<file path="src/rtl/stopwatch_time_counter_pkg.sv">
// Shared stopwatch types and limits, also used by the display and BCD path.
package stopwatch_time_counter_pkg;

  localparam int unsigned TIME_W = 6;

  typedef logic [TIME_W-1:0] time_field_t;

  localparam time_field_t SEC_MAX = 6'd59;
  localparam time_field_t MIN_MAX = 6'd59;

  typedef enum logic [1:0] {
    IDLE  = 2'd0,
    RUN   = 2'd1,
    PAUSE = 2'd2
  } state_t;

  function automatic time_field_t field_next(input time_field_t value, input time_field_t last);
    return (value == last) ? '0 : value + 1'b1;
  endfunction

endpackage

</file>
<file path="src/rtl/stopwatch_time_counter_tick_prescaler.sv">
// Divides clk down to one tick per counted second; the fraction survives a pause.
module tick_prescaler #(
  parameter int unsigned TICK_DIV = 100000000
) (
  input  logic clk,
  input  logic reset,
  input  logic clear,
  input  logic enable,
  input  logic advance,
  output logic tick
);

  localparam int unsigned CNT_W = (TICK_DIV > 1) ? $clog2(TICK_DIV) : 1;
  localparam logic [CNT_W-1:0] LAST = CNT_W'(TICK_DIV - 1);

  logic [CNT_W-1:0] cnt;

  // A tick fires only from a cycle spent in RUN, so a pause edge can still
  // complete the current second. advance covers edges that leave the block in
  // RUN, including the one that enters it; cnt never sits at LAST outside RUN.
  always_comb begin
    tick = enable && !clear && (cnt == LAST);
  end

  always_ff @(posedge clk) begin
    if (reset || clear) begin
      cnt <= '0;
    end else if (tick) begin
      cnt <= '0;
    end else if (advance) begin
      cnt <= cnt + 1'b1;
    end
  end

endmodule

</file>
<file path="src/rtl/stopwatch_time_counter.sv">
// Stopwatch timekeeping core: start/stop/clear FSM, prescaler, cascaded h:m:s.
// Optional lap hold display is built when STOPWATCH_LAP_EN is defined.
module stopwatch_time_counter
  import stopwatch_time_counter_pkg::*;
#(
  parameter int unsigned TICK_DIV = 100000000,
  parameter int unsigned HOUR_MAX = 23
) (
  input  logic              clk,
  input  logic              reset,
  input  logic              start_stop,
  input  logic              clear,
  input  logic              lap,
  output logic [TIME_W-1:0] sec,
  output logic [TIME_W-1:0] min,
  output logic [TIME_W-1:0] hour,
  output logic              running,
  output logic              sec_tick,
  output logic              wrap
);

  localparam time_field_t HOUR_LAST = time_field_t'(HOUR_MAX);

  state_t      state;
  state_t      state_nxt;
  logic        in_run;
  logic        advance;
  logic        tick;
  time_field_t live_sec;
  time_field_t live_min;
  time_field_t live_hour;

  always_ff @(posedge clk) begin
    if (reset) begin
      state <= IDLE;
    end else begin
      state <= state_nxt;
    end
  end

  always_comb begin
    state_nxt = state;
    if (clear) begin
      state_nxt = IDLE;
    end else if (start_stop) begin
      case (state)
        IDLE:    state_nxt = RUN;
        RUN:     state_nxt = PAUSE;
        PAUSE:   state_nxt = RUN;
        default: state_nxt = IDLE;
      endcase
    end
  end

  always_comb begin
    in_run  = (state == RUN);
    advance = (state_nxt == RUN);
    running = in_run;
  end

  tick_prescaler #(
    .TICK_DIV(TICK_DIV)
  ) u_prescaler (
    .clk    (clk),
    .reset  (reset),
    .clear  (clear),
    .enable (in_run),
    .advance(advance),
    .tick   (tick)
  );

  always_ff @(posedge clk) begin
    if (reset || clear) begin
      live_sec  <= '0;
      live_min  <= '0;
      live_hour <= '0;
      sec_tick  <= 1'b0;
      wrap      <= 1'b0;
    end else begin
      sec_tick <= tick;
      wrap     <= 1'b0;
      if (tick) begin
        live_sec <= field_next(live_sec, SEC_MAX);
        if (live_sec == SEC_MAX) begin
          live_min <= field_next(live_min, MIN_MAX);
          if (live_min == MIN_MAX) begin
            live_hour <= field_next(live_hour, HOUR_LAST);
            wrap      <= (live_hour == HOUR_LAST);
          end
        end
      end
    end
  end

`ifdef STOPWATCH_LAP_EN
  logic        hold;
  time_field_t snap_sec;
  time_field_t snap_min;
  time_field_t snap_hour;

  // A lap pulse releases an existing hold in any state; it only captures in RUN.
  always_ff @(posedge clk) begin
    if (reset || clear) begin
      hold      <= 1'b0;
      snap_sec  <= '0;
      snap_min  <= '0;
      snap_hour <= '0;
    end else if (lap) begin
      if (hold) begin
        hold <= 1'b0;
      end else if (in_run) begin
        hold      <= 1'b1;
        snap_sec  <= live_sec;
        snap_min  <= live_min;
        snap_hour <= live_hour;
      end
    end
  end

  always_comb begin
    sec  = hold ? snap_sec  : live_sec;
    min  = hold ? snap_min  : live_min;
    hour = hold ? snap_hour : live_hour;
  end
`else
  logic unused_lap;

  always_comb begin
    unused_lap = lap;
    sec        = live_sec;
    min        = live_min;
    hour       = live_hour;
  end
`endif

endmodule
</file>
<file path="config.mk">
export PLATFORM = sky130hd
export DESIGN_NAME = stopwatch_time_counter
export DESIGN_NICKNAME = d
export VERILOG_FILES = /design/src/rtl/stopwatch_time_counter_pkg.sv /design/src/rtl/stopwatch_time_counter_tick_prescaler.sv /design/src/rtl/stopwatch_time_counter.sv
export SDC_FILE = /design/constraint.sdc
export NUM_CORES = 1
export LEC_CHECK = 0
export CORE_MARGIN = 3
export CORE_UTILIZATION = 59
export CTS_BUF_LIST = sky130_fd_sc_hd__clkbuf_4 sky130_fd_sc_hd__clkbuf_8 sky130_fd_sc_hd__clkbuf_16
export DETAILED_ROUTE_END_ITERATION = 7
export GPL_ROUTABILITY_DRIVEN = 0
export PLACE_DENSITY_LB_ADDON = 0.05
export SLEW_MARGIN = 20
export SYNTH_ARGS = -nofsm -noshare
export SYNTH_HDL_FRONTEND = slang
export SYNTH_HIERARCHICAL = 1
export SYNTH_SLANG_ARGS = --single-unit
export TNS_END_PERCENT = 1
</file>
<file path="constraint.sdc">
create_clock -name clk -period 7.34 [get_ports clk]
set_input_delay 1.101 -clock clk [delete_from_list [all_inputs] [get_ports clk]]
set_output_delay 1.101 -clock clk [all_outputs]
set_load 0.03 [all_outputs]
</file>
Yosys cells after proc, flatten, opt, wreduce, memory -nomap -nowiden
Cells that the tools add are included.
W data, S select, Z words.
{ "word_totals": {"inputBits": 5, "regBits": 49} }
{ "op_classes": {"add_sub_neg": 4, "n_bitwise": 3, "n_eq_ne": 7, "reduce_logical": 10, "n_mux": 6} }
{ "ops": {"columns": ["operator", "n"], "rows": [
  ["$add A27 B1 Y27 const B", 1],
  ["$eq A27 B27 Y1 const B", 1],
  ["$add A6 B1 Y6 const B", 3],
  ["$mux W6", 3],
  ["$eq A6 B6 Y1 const B", 2],
  ["$eq A6 B5 Y1 const B", 1],
  ["$eq A2 B1 Y1 const B", 2],
  ["$mux W2", 2],
  ["$pmux W2 S2", 1],
  ["$reduce_or A2 Y1", 2],
  ["$reduce_or A4 Y1", 1],
  ["$not A1 Y1", 3],
  ["$reduce_and A3 Y1", 1],
  ["$eq A2 B2 Y1 const B", 1],
  ["$logic_and A1 B1 Y1", 2],
  ["$logic_not A2 Y1", 1],
  ["$reduce_and A2 Y1", 1],
  ["$logic_not A1 Y1", 1],
  ["$logic_or A1 B1 Y1", 1]
]} }

Depth between registers and ports, before layout
{ "depth": {"depth_word": 6, "mapped_depth": 11, "mapped_depth_nobuf": 8} }

Modules after synthesis
Netlist, hierarchy kept.
{ "by_module_without_submodules": {"columns": ["module", "cells_each", "area_each_um2", "instances"], "rows": [
  ["tick_prescaler", 168, 1430.1, 1],
  ["stopwatch_time_counter", 109, 983.4, 1]
]} }

Worst setup path after synthesis
No wires, ideal clock.
{ "synth_path": {"kind": "input to register", "from": "input port clear", "to": "register live_hour[4], in the netlist hour[4]", "setup_time_ns": 0.071, "arrival_ns": 3.233, "slack_ns": 4.036, "path_stages": 10, "required_ns": 7.269, "cell_sequence": "inv_1 nand3_1 nor3_2 buf_2 buf_4 nand4_4 or3_1 clkbuf_2 or4b_1 a21oi_1"} }
{ "synth_between": {"elab_chain_len": 4, "elab_cells_between_ends": 5} }
{ "synth_lines": {"columns": ["element", "line_no", "rtl"], "rows": [
  ["start: declaration", "stopwatch_time_counter.sv:12", "input logic clear,"],
  ["$logic_not A1 Y1", "stopwatch_time_counter_tick_prescaler.sv:22", "tick = enable && !clear && (cnt == LAST);"],
  ["$logic_and A1 B1 Y1 (2 in a row)", "stopwatch_time_counter_tick_prescaler.sv:22", null],
  ["net tick", "stopwatch_time_counter.sv:28", "logic tick;"],
  ["$reduce_and A3 Y1 (no source line)", null, null],
  ["end signal: assignment", "stopwatch_time_counter.sv:87", "live_hour <= field_next(live_hour, HOUR_LAST);"],
  ["end: declaration", "stopwatch_time_counter.sv:31", "time_field_t live_hour;"]
]} }
The timed path passes the listed nets, and every way through them passes these cells.
A chain may end at the register's enable or synchronous reset.

Worst setup path in the final report
{ "layout_path": {"from": "input port start_stop", "to": "register u_prescaler.cnt[23]"} }
{ "layout_between": {"elab_chain_len": 3} }
{ "layout_lines": {"columns": ["element", "line_no", "rtl"], "rows": [
  ["start: declaration", "stopwatch_time_counter.sv:11", "input logic start_stop,"],
  ["$mux W2", "stopwatch_time_counter.sv:45", "end else if (start_stop) begin"],
  ["$mux W2", "stopwatch_time_counter.sv:43", "if (clear) begin"],
  ["$eq A2 B1 Y1", "stopwatch_time_counter.sv:57", "advance = (state_nxt == RUN);"],
  ["net advance", "stopwatch_time_counter.sv:27", "logic advance;"],
  ["end signal: assignment", "stopwatch_time_counter_tick_prescaler.sv:31", "cnt <= cnt + 1'b1;"],
  ["end: declaration", "stopwatch_time_counter_tick_prescaler.sv:16", "logic [CNT_W-1:0] cnt;"]
]} }
The timed path passes the listed nets, and every way through them passes these cells.

==> impl_metrics.yaml <==
status:
  status: "complete, no violations"
yosys:
  synth_ff_type: "dfxtp_1"
  yosysMostFrequentCell: "dfxtp_1"
  synth-async-reset-ratio_pct: 0
  synthTopCellsByCount: "dfxtp_1 (49), nor2_1 (22), nor3_1 (18)"
  synth_warnings: 6
  syn_area_per_cell_um2: 8.71
  synth_top_area_share_pct: 40.6
  syn-instance-count: 277
  netlist-cell-type-count: 47
  seq_area_frac_synth_pct: 40.6
  synth-seq-cells: 49
  synth_area_um2: 2410
  synth-edff-count: 0
  postSynthNetCount: 286
  yosys-top-cells-area: "dfxtp_1 (41%), xnor2_1 (5.4%), nor3_1 (3.7%), nand4_1 (3.6%), nor2_1 (3.4%)"
  synth_top_area_cell: "dfxtp_1"
timing:
  slew_viol_final: 0
  grt_setup_unrepaired: "no"
  fin_setup_tns_ns: 0
  finalCritPeriodShare_pct: 52.0
  setup_viol: 0
  hold_violations: 0
  worst_slew_margin_rel_pct: 38.5
  finClkSkew_ns: 0.00682
  worstMarginPinSlew_ns: 0.922
  fmax_ghz: 0.262
  post-route-min-period_ns: 3.82
run:
  maxCapViolCount: 0
die:
  io_pins: 26
  die_h_um: 70.0
  die_w_um: 70.0
  start_util_pct: 63.5
  rows: 22
  core_um2: 3800
  die-area_um2: 4890
placed_design:
  hpwl_um: 3350
  port-buffer-count: 24
cts:
  clkLatencyLatePin_ns: 0.29
  cts_htree_levels: 2
  ctsHoldBuffers: 0
  postCtsSetupRepairBufs: 0
  numClockSinks: 49
  cts_resized: 0
  cts_tree: "yes"
  clock-root-buffer: "clkbuf_8"
  cts_made_buffers: 5
  clockBufferDepth: 2
  clkTransAtPathRegs_ns: 0.09
worst_setup_path:
  r2r_cells: 7
  path_class: "in2reg"
  worstSetupEndpointType: "register"
  crit_path_max_incr_delay_ns: 0.74
  path_cells: "clkdlybuf4s50_1 -> nand2b_1 -> a21oi_1 -> nand3_2 -> or4_4 -> or3_1 -> a211oi_1"
  cp-start-kind: "input port"
  slowest_stage: "a21oi_1"
  worstPathMaxFanout: 13
  worstPathRequired_ns: 7.54
  arrival_ns: 4.02
global_route:
  grt_pass1_wl_um: 8340
  grt_usage_pct: 20.1
  gr-total-overflow: 0
  grt_max_degree: 32
  first_global_vias: 1945
  antenna_found_initial: 0
power_and_ir_drop:
  p_leak_nw: 0.823
  power.total_uw: 447
  p_per_area_nw_per_um2: 162
  ir_drop_mv: 0.120
routing:
  via_per_inst: 5.94
  vias: 2036
  wl_per_cell_um: 13.9
  drtAntennaViolNets: 0
  post-route-drc-count: 0
  wl_um: 4780
  drt-initial-drc-count: 104
  drtPass1Iterations: 4
hold_path:
  hold_depth: 2
  holdCritPathClass: "reg2reg"
final_layout:
  post_route_cells_drive_above_1_share_pct: 7.80
  fillers: 307
  syn_to_final_growth_pct: 14.0
  n_antenna_cell: 0
  fin_nets: 303
==> report_power, final <==
group	internal, mW	total [mW]	switching, mW
sequential	0.266	0.267	0.000549
clock	0.0852	0.167	0.0819
combinational	0.00431	0.0130	0.00871
total	0.356	0.447	0.0912
==> layout by cell type, fill, tap and decap left out, types with 5 or more instances in the layout <==
master and count:
clkdlybuf4s50_1 24, or3_1 12, xnor2_1 15, dfxtp_1 49, nand4_1 14, a21oi_1 8
nor3_1 18, nor4_1 6, nand2_1 17, xor2_1 7, nor2_1 22, inv_1 6
a211oi_1 10, nand2b_1 5, nand3_1 14, clkbuf_8 7, o21ai_0 13
==> final cells by class <==
type                            instances  area, µm²  area share (%)
Timing Repair Buffer                   25        248            9.00
Inverter                                6       22.5           0.819
Clock buffer                            7       96.3            3.50
Sequential cell                        49        981            35.7
Clock inverter                          1       5.00           0.182
Multi-Input combinational cell        207       1340            48.7
Tap cell                               48       60.1            2.18
==> layer usage <==
metal | share of wire (%) | wire, µm | vias to the layer above | track usage, %
met5 | 0 | 0 | - | 0
met4 | 1.2 | 57 | 0 | 5.96
met3 | 2.8 | 132 | 6 | 3.88
met2 | 48 | 2300 | 34 | 34.4
met1 | 48 | 2290 | 954 | 25.5
li1 | - | - | 1042 | -
==> sequential cells by signal (all words and copies together) (netlist names) <==
register         cells
hour                 6
u_prescaler/cnt     27
min                  6
wrap                 1
sec_tick             1
state                2
sec                  6
==> metrics by stage <==
stage | instance area [µm²] | hold slack [ns] | cells | util, % | setup slack [ns]
3_3_place_gp | 2650 | 0.466 | 335 | 69.8 | 3.34
3_5_place_dp | 2650 | 0.482 | 335 | 69.8 | 3.23
6_report | 2750 | 0.490 | 343 | 72.4 | 3.52
4_1_cts | 2750 | 0.495 | 343 | 72.4 | 3.54
2_1_floorplan | 2410 | 0.453 | 277 | - | 4.04
5_1_grt | 2750 | 0.522 | 343 | 72.4 | 3.37
==> worst paths after layout <==
check                                start                  end  slack (ns)
worst max-delay path            start_stop  u_prescaler/cnt[23]        3.52
worst min-delay path              state[0]             state[0]        0.49
worst max register to register    state[0]  u_prescaler/cnt[23]        4.24
worst min register to register    state[0]             state[0]        0.49
==> kinds of logic (layout without fill, tap and decap cells) <==
family | after synthesis | after routing | synth area share, %
AND/OR/NAND/NOR | 135 | 135 | 31.9
flip-flops | 49 | 49 | 40.6
AO/OA/AOI/OAI | 42 | 42 | 11.6
XOR/XNOR | 22 | 22 | 7.98
buffers and inverters | 21 | 39 | 4.15
adder cells (fa/ha/maj) | 4 | 4 | 2.07
multiplexers | 4 | 4 | 1.66
==> worst max-delay path: cells and delay by family <==
family | cells | cell delay (ns)
AO/OA/AOI/OAI | 2 | 0.98
AND/OR/NAND/NOR | 4 | 1.46
buffers and inverters | 1 | 0.46
Power figures use the tool's default switching activity.
==> edit 1 (same settings) <==
`TICK_DIV` is set to 100000000 in 2 places; all go to 400000000.
--- a/src/rtl/stopwatch_time_counter_tick_prescaler.sv
+++ b/src/rtl/stopwatch_time_counter_tick_prescaler.sv
@@ -1,6 +1,6 @@
 // Divides clk down to one tick per counted second; the fraction survives a pause.
 module tick_prescaler #(
-  parameter int unsigned TICK_DIV = 100000000
+  parameter int unsigned TICK_DIV = 400000000
 ) (
   input  logic clk,
   input  logic reset,
--- a/src/rtl/stopwatch_time_counter.sv
+++ b/src/rtl/stopwatch_time_counter.sv
@@ -3,7 +3,7 @@
 module stopwatch_time_counter
   import stopwatch_time_counter_pkg::*;
 #(
-  parameter int unsigned TICK_DIV = 100000000,
+  parameter int unsigned TICK_DIV = 400000000,
   parameter int unsigned HOUR_MAX = 23
 ) (
   input  logic              clk,
Function: same outputs for any inputs over 10 cycles, from zero or initial values and one cycle with reset high; that may be too few to reach the edited logic, so the function may still have changed.
==> edit 1 against the unedited design <==
- non-clock buffer count down 1
- total power is 1.0% higher
- final area down 1.3%
- synthesized area decreased by 2.1%
- sequential cell count is 2 higher
- setup slack better by 0.33 ns
- utilization down 0.43 points
- routed wire length decreased by 9.0%
- clock power is 3% lower
- cell count rose by 0.58%
- die area fell by 1.9%
- sequential power up 4%
- critical path type unchanged
- largest power group unchanged
==> edit 1: results (changes against the unedited design) <==
Met2 wire len - 2.155 mm (-6.3%)
Max reg flops - 29 (+7.4%)
FF-to-FF End - hour[4]
Worst-margin pin slew - 0.9911 ns (+0.06933 ns)
Filler Cells Inserted - 320 (+4.2%)
Drt initial violations - 77 (-26%)
WL met1 - 1.987 mm (-13%)
Synth cell count leaders - nor2_1 (52), dfxtp_1 (51), xor2_1 (24)
CP max FO - 6 (-7)
Pleak - 0.0008961 uW (+8.9%)
Multi-input logic area - 1290 sq um (-3.6%)
DP Worst Slack - 3.519 ns (+0.2912 ns)
Netlist cell types - 40 (-15%)
Met3 wire length - 151 microns (+14%)
Routing usage on met1 - 0.2400 (-0.01467)
Vias per cell - 5.577 (-6.0%)
Fraction of area in registers - 0.3760 (+0.01951)
Cells after DPL - 337 (+0.60%)
Signal buffers - 24 (-4.0%)
R2R depth - 8 (+1)
Part of the power in combinational logic - 0.027 (-0.002)
Outcome - completed
Non-clk buf share - 0.08848 (-0.001562)
CP Data Arrival Time - 3.66 ns (-0.36 ns)
Internal - 351.6 uW (-1.1%)
Routed WL per cell - 12.61 microns (-9.5%)
R2r setup slk - 4.20 ns (-0.04 ns)
Power Clock - 162 uW (-3%)
Cell area after synthesis - 2362 sq um (-2.1%)
Area growth, synth to finish - 14.94%
Non-clk invs - 4 (-2)
Largest net degree at the start of global routing - 29 (-9.4%)
Post-DP HPWL - 3.205 mm (-4.3%)
CLK BUF - 6 (-1)
Total GRT Usage - 0.1936 (-0.007233)
Synth area leaders - dfxtp_1 (43%), xor2_1 (8.9%), nor2_1 (8.3%)
#MultiIn Comb - 210 (+1.4%)
Total Nets Final - 305 (+0.66%)
Avg Cell Area, Syn - 8.717 sq um (about the same)
Via count of the first global-routing pass - 1775 (-8.7%)
Share of cells above drive strength 1 - 0.06061 (-0.01736)
FF+latch count, synth - 51 (+4.1%)
Yosys warns - 6 (unchanged)
Slowest CP cell - nor4_1
Skew-Pair Late Insertion Delay - 0.31 ns (+0.02 ns)
Clock-cell share of area - 0.03272 (-0.004116)
ANT cells - 0 (unchanged)
Post-synthesis sequential area ratio - 0.4322 (+0.02578)
RR Startpoint - u_prescaler/cnt[10]
Layout Skew - 0.006760 ns (-0.00006125 ns)
Global-route wire length before repair - 7.686 mm (-7.8%)
Hold slack - 0.4829 ns (-0.007568 ns)
Met3 Usage GRT - 0.05507 (+0.01622)
Post-Syn Nets - 280 (-2.1%)
Final WL - 4.350 mm (-9.0%)
Largest stage delay, worst path - 0.79 ns (+0.05 ns)
Max IR drop VDD - 0.1119 mV (-6.4%)
Met2 Track Usage GR - 0.3284 (-0.01579)
Combinational power - 12.3 uW (-5%)
DP Area - 2626 sq um (-0.90%)
==> edit 1: worst max path at each step <==
stage	startpoint	endpoint
after floorplan	clear	hour[4]
final	start_stop	u_prescaler/cnt[14]
after detailed placement	start_stop	u_prescaler/cnt[14]
after CTS	start_stop	u_prescaler/cnt[14]
after global placement	start_stop	u_prescaler/cnt[22]
after global routing	start_stop	u_prescaler/cnt[22]
==> edit 1: cells by family (layout without fill, tap and decap cells) <==
| kind of cell | count (synthesis) | count (layout) | share of synthesized area |
|---|---|---|---|
| and+or+nand+nor | 149 | 149 | 0.3332 |
| xor gates and xnor gates | 36 | 36 | 0.1335 |
| adders and majority gates | 4 | 4 | 0.02119 |
| muxes | 4 | 4 | 0.01695 |
| DFF | 51 | 51 | 0.4322 |
| buffers and inverters | 10 | 36 | 0.02171 |
| AOI/OAI and AO/OA | 17 | 17 | 0.04131 |
==> edit 2 (same settings) <==
Without the edit above. Register the input `start_stop` before use, without a reset. The logic sees it one clock later. The other inputs are not delayed to match.
--- a/src/rtl/stopwatch_time_counter.sv
+++ b/src/rtl/stopwatch_time_counter.sv
@@ -21,6 +21,12 @@
 
   localparam time_field_t HOUR_LAST = time_field_t'(HOUR_MAX);
 
+  logic start_stop_q;
+
+  always_ff @(posedge clk) begin
+    start_stop_q <= start_stop;
+  end
+
   state_t      state;
   state_t      state_nxt;
   logic        in_run;
@@ -42,7 +48,7 @@
     state_nxt = state;
     if (clear) begin
       state_nxt = IDLE;
-    end else if (start_stop) begin
+    end else if (start_stop_q) begin
       case (state)
         IDLE:    state_nxt = RUN;
         RUN:     state_nxt = PAUSE;
Check against the original RTL: not equivalent (a bounded check fails within 4 cycles, from zero or initial values and one cycle with reset high).
==> edit 2 against the unedited design <==
- routed wire length rose by 3.5%
- sequential cell count rose by 1
- total power fell by 1.5%
- sequential share of layout area rose by 0.43 points
- synthesized area rose by 2.5%
- setup slack improved by 0.10 ns
- first-iteration DRC count rose by 26%
- final area rose by 0.82%
- critical endpoint is now u_prescaler/cnt[19]
==> edit 2: results (changes against the unedited design) <==
DRT Pass-1 Iters - 4 (unchanged)
Buffers on Ports - 24 (unchanged)
Share of cells above drive strength 1 - 0.07770 (-0.0002634)
Number of CTS-inserted buffers - 5 (unchanged)
Worst-margin pin slew - 0.9329 ns (+0.01114 ns)
Global-route wire length before repair - 8.673 mm (+4.1%)
Via count of the first global-routing pass - 1895 (-2.6%)
Post-synthesis sequential area ratio - 0.4044 (-0.001979)
Postcts setup bufs - 0 (unchanged)
R2r setup slk - 4.21 ns (-0.03 ns)
Routing usage on met1 - 0.2876 (+0.03292)
Avg Cell Area, Syn - 8.807 sq um (+1.1%)
R2R depth - 9 (+2)
Netlist cell types - 47 (unchanged)
Layout Skew - 0.006208 ns (-0.0006138 ns)
Reg clk slew, reported paths - 0.08 ns
Synth cell count leaders - dfxtp_1 (50), nand2_1 (20), nor2_1 (19)
Total Nets Final - 305 (+0.66%)
HP Start - u_prescaler/cnt[23]
Met2 wire len - 2.272 mm (-1.3%)
H-tree levels - 2 (unchanged)
Most flops, register - u_prescaler/cnt
Crit. Startpoint - clear
Clock Tree Buf Depth - 2 (unchanged)
CP Data Arrival Time - 3.93 ns (-0.09 ns)
Total GRT Usage - 0.2071 (+0.006239)
WL met1 - 2.408 mm (+5.2%)
Hold WC Path Type - flip-flop to flip-flop
Resized cells post-CTS - 0 (unchanged)
Outcome - completed
FF-to-FF End - hour[3]
Met3 Usage GRT - 0.05256 (+0.01371)
Met3 wire length - 204 microns (+55%)
DP Worst Slack - 3.354 ns (+0.1259 ns)
Largest stage delay, worst path - 0.77 ns (+0.03 ns)
Max Used Layer - met4
Root buffer cell - clkbuf_8
Post-Syn Nets - 290 (+1.4%)
Cells after DPL - 337 (+0.60%)
Drt initial violations - 131 (+26%)
Met2 Track Usage GR - 0.3182 (-0.02595)
Initial antenna violation count - 0 (unchanged)
Largest net degree at the start of global routing - 33 (+3.1%)
Pleak - 0.0008313 uW (+0.99%)
End of the critical path - u_prescaler/cnt[19]
Routed WL per cell - 14.38 microns (+3.2%)
Max IR drop VDD - 0.1000 mV (-16%)
DP Area - 2690 sq um (+1.5%)
Slowest CP cell - a21oi_1
Max reg flops - 27 (unchanged)
Clock period minus worst slack - 3.717 ns (-0.1005 ns)
Worst hold endpoint - u_prescaler/cnt[23]
Post-DP HPWL - 3.410 mm (+1.8%)
Final WL - 4.945 mm (+3.5%)
RR Startpoint - u_prescaler/cnt[0]
Worst hold path stage count - 2 (unchanged)
Filler Cells Inserted - 337 (+9.8%)
Vias per cell - 6.090 (+2.6%)
Synth area leaders - dfxtp_1 (40%), nand4_1 (4.0%), xnor2_1 (3.9%)
-- edit 2: logic make-up (layout without fill, tap and decap cells) --
family	Yosys count	count (layout)	share of synthesized area
buffers and inverters	21	36	0.04600
DFF	50	50	0.4044
and+or+nand+nor	139	139	0.3256
adders and majority gates	4	4	0.02022
xor gates and xnor gates	21	21	0.07431
AOI/OAI and AO/OA	42	42	0.1132
muxes	4	4	0.01618
-- edit 2: final cells by class --
cell class | count | area share
Sequential cell | 50 | 0.3608
Multi-Input combinational cell | 210 | 0.4926
Clock buffer | 7 | 0.03022
Tap cell | 48 | 0.02165
Timing Repair Buffer | 25 | 0.08931
Inverter | 4 | 0.005413
-- edit 2: through the flow --
stage | hold WS (ns) | util
floorplan | 0.4530 | -
global placement | 0.4687 | 0.6981
detailed placement | 0.4906 | 0.6981
CTS | 0.5012 | 0.7198
global route | 0.5361 | 0.7198
finish | 0.4965 | 0.7198
-- edit 2: power by group --
part	internal, uW	switching, uW
clock network	73.1	81.6
logic	4.31	8.61
registers	272	0.833
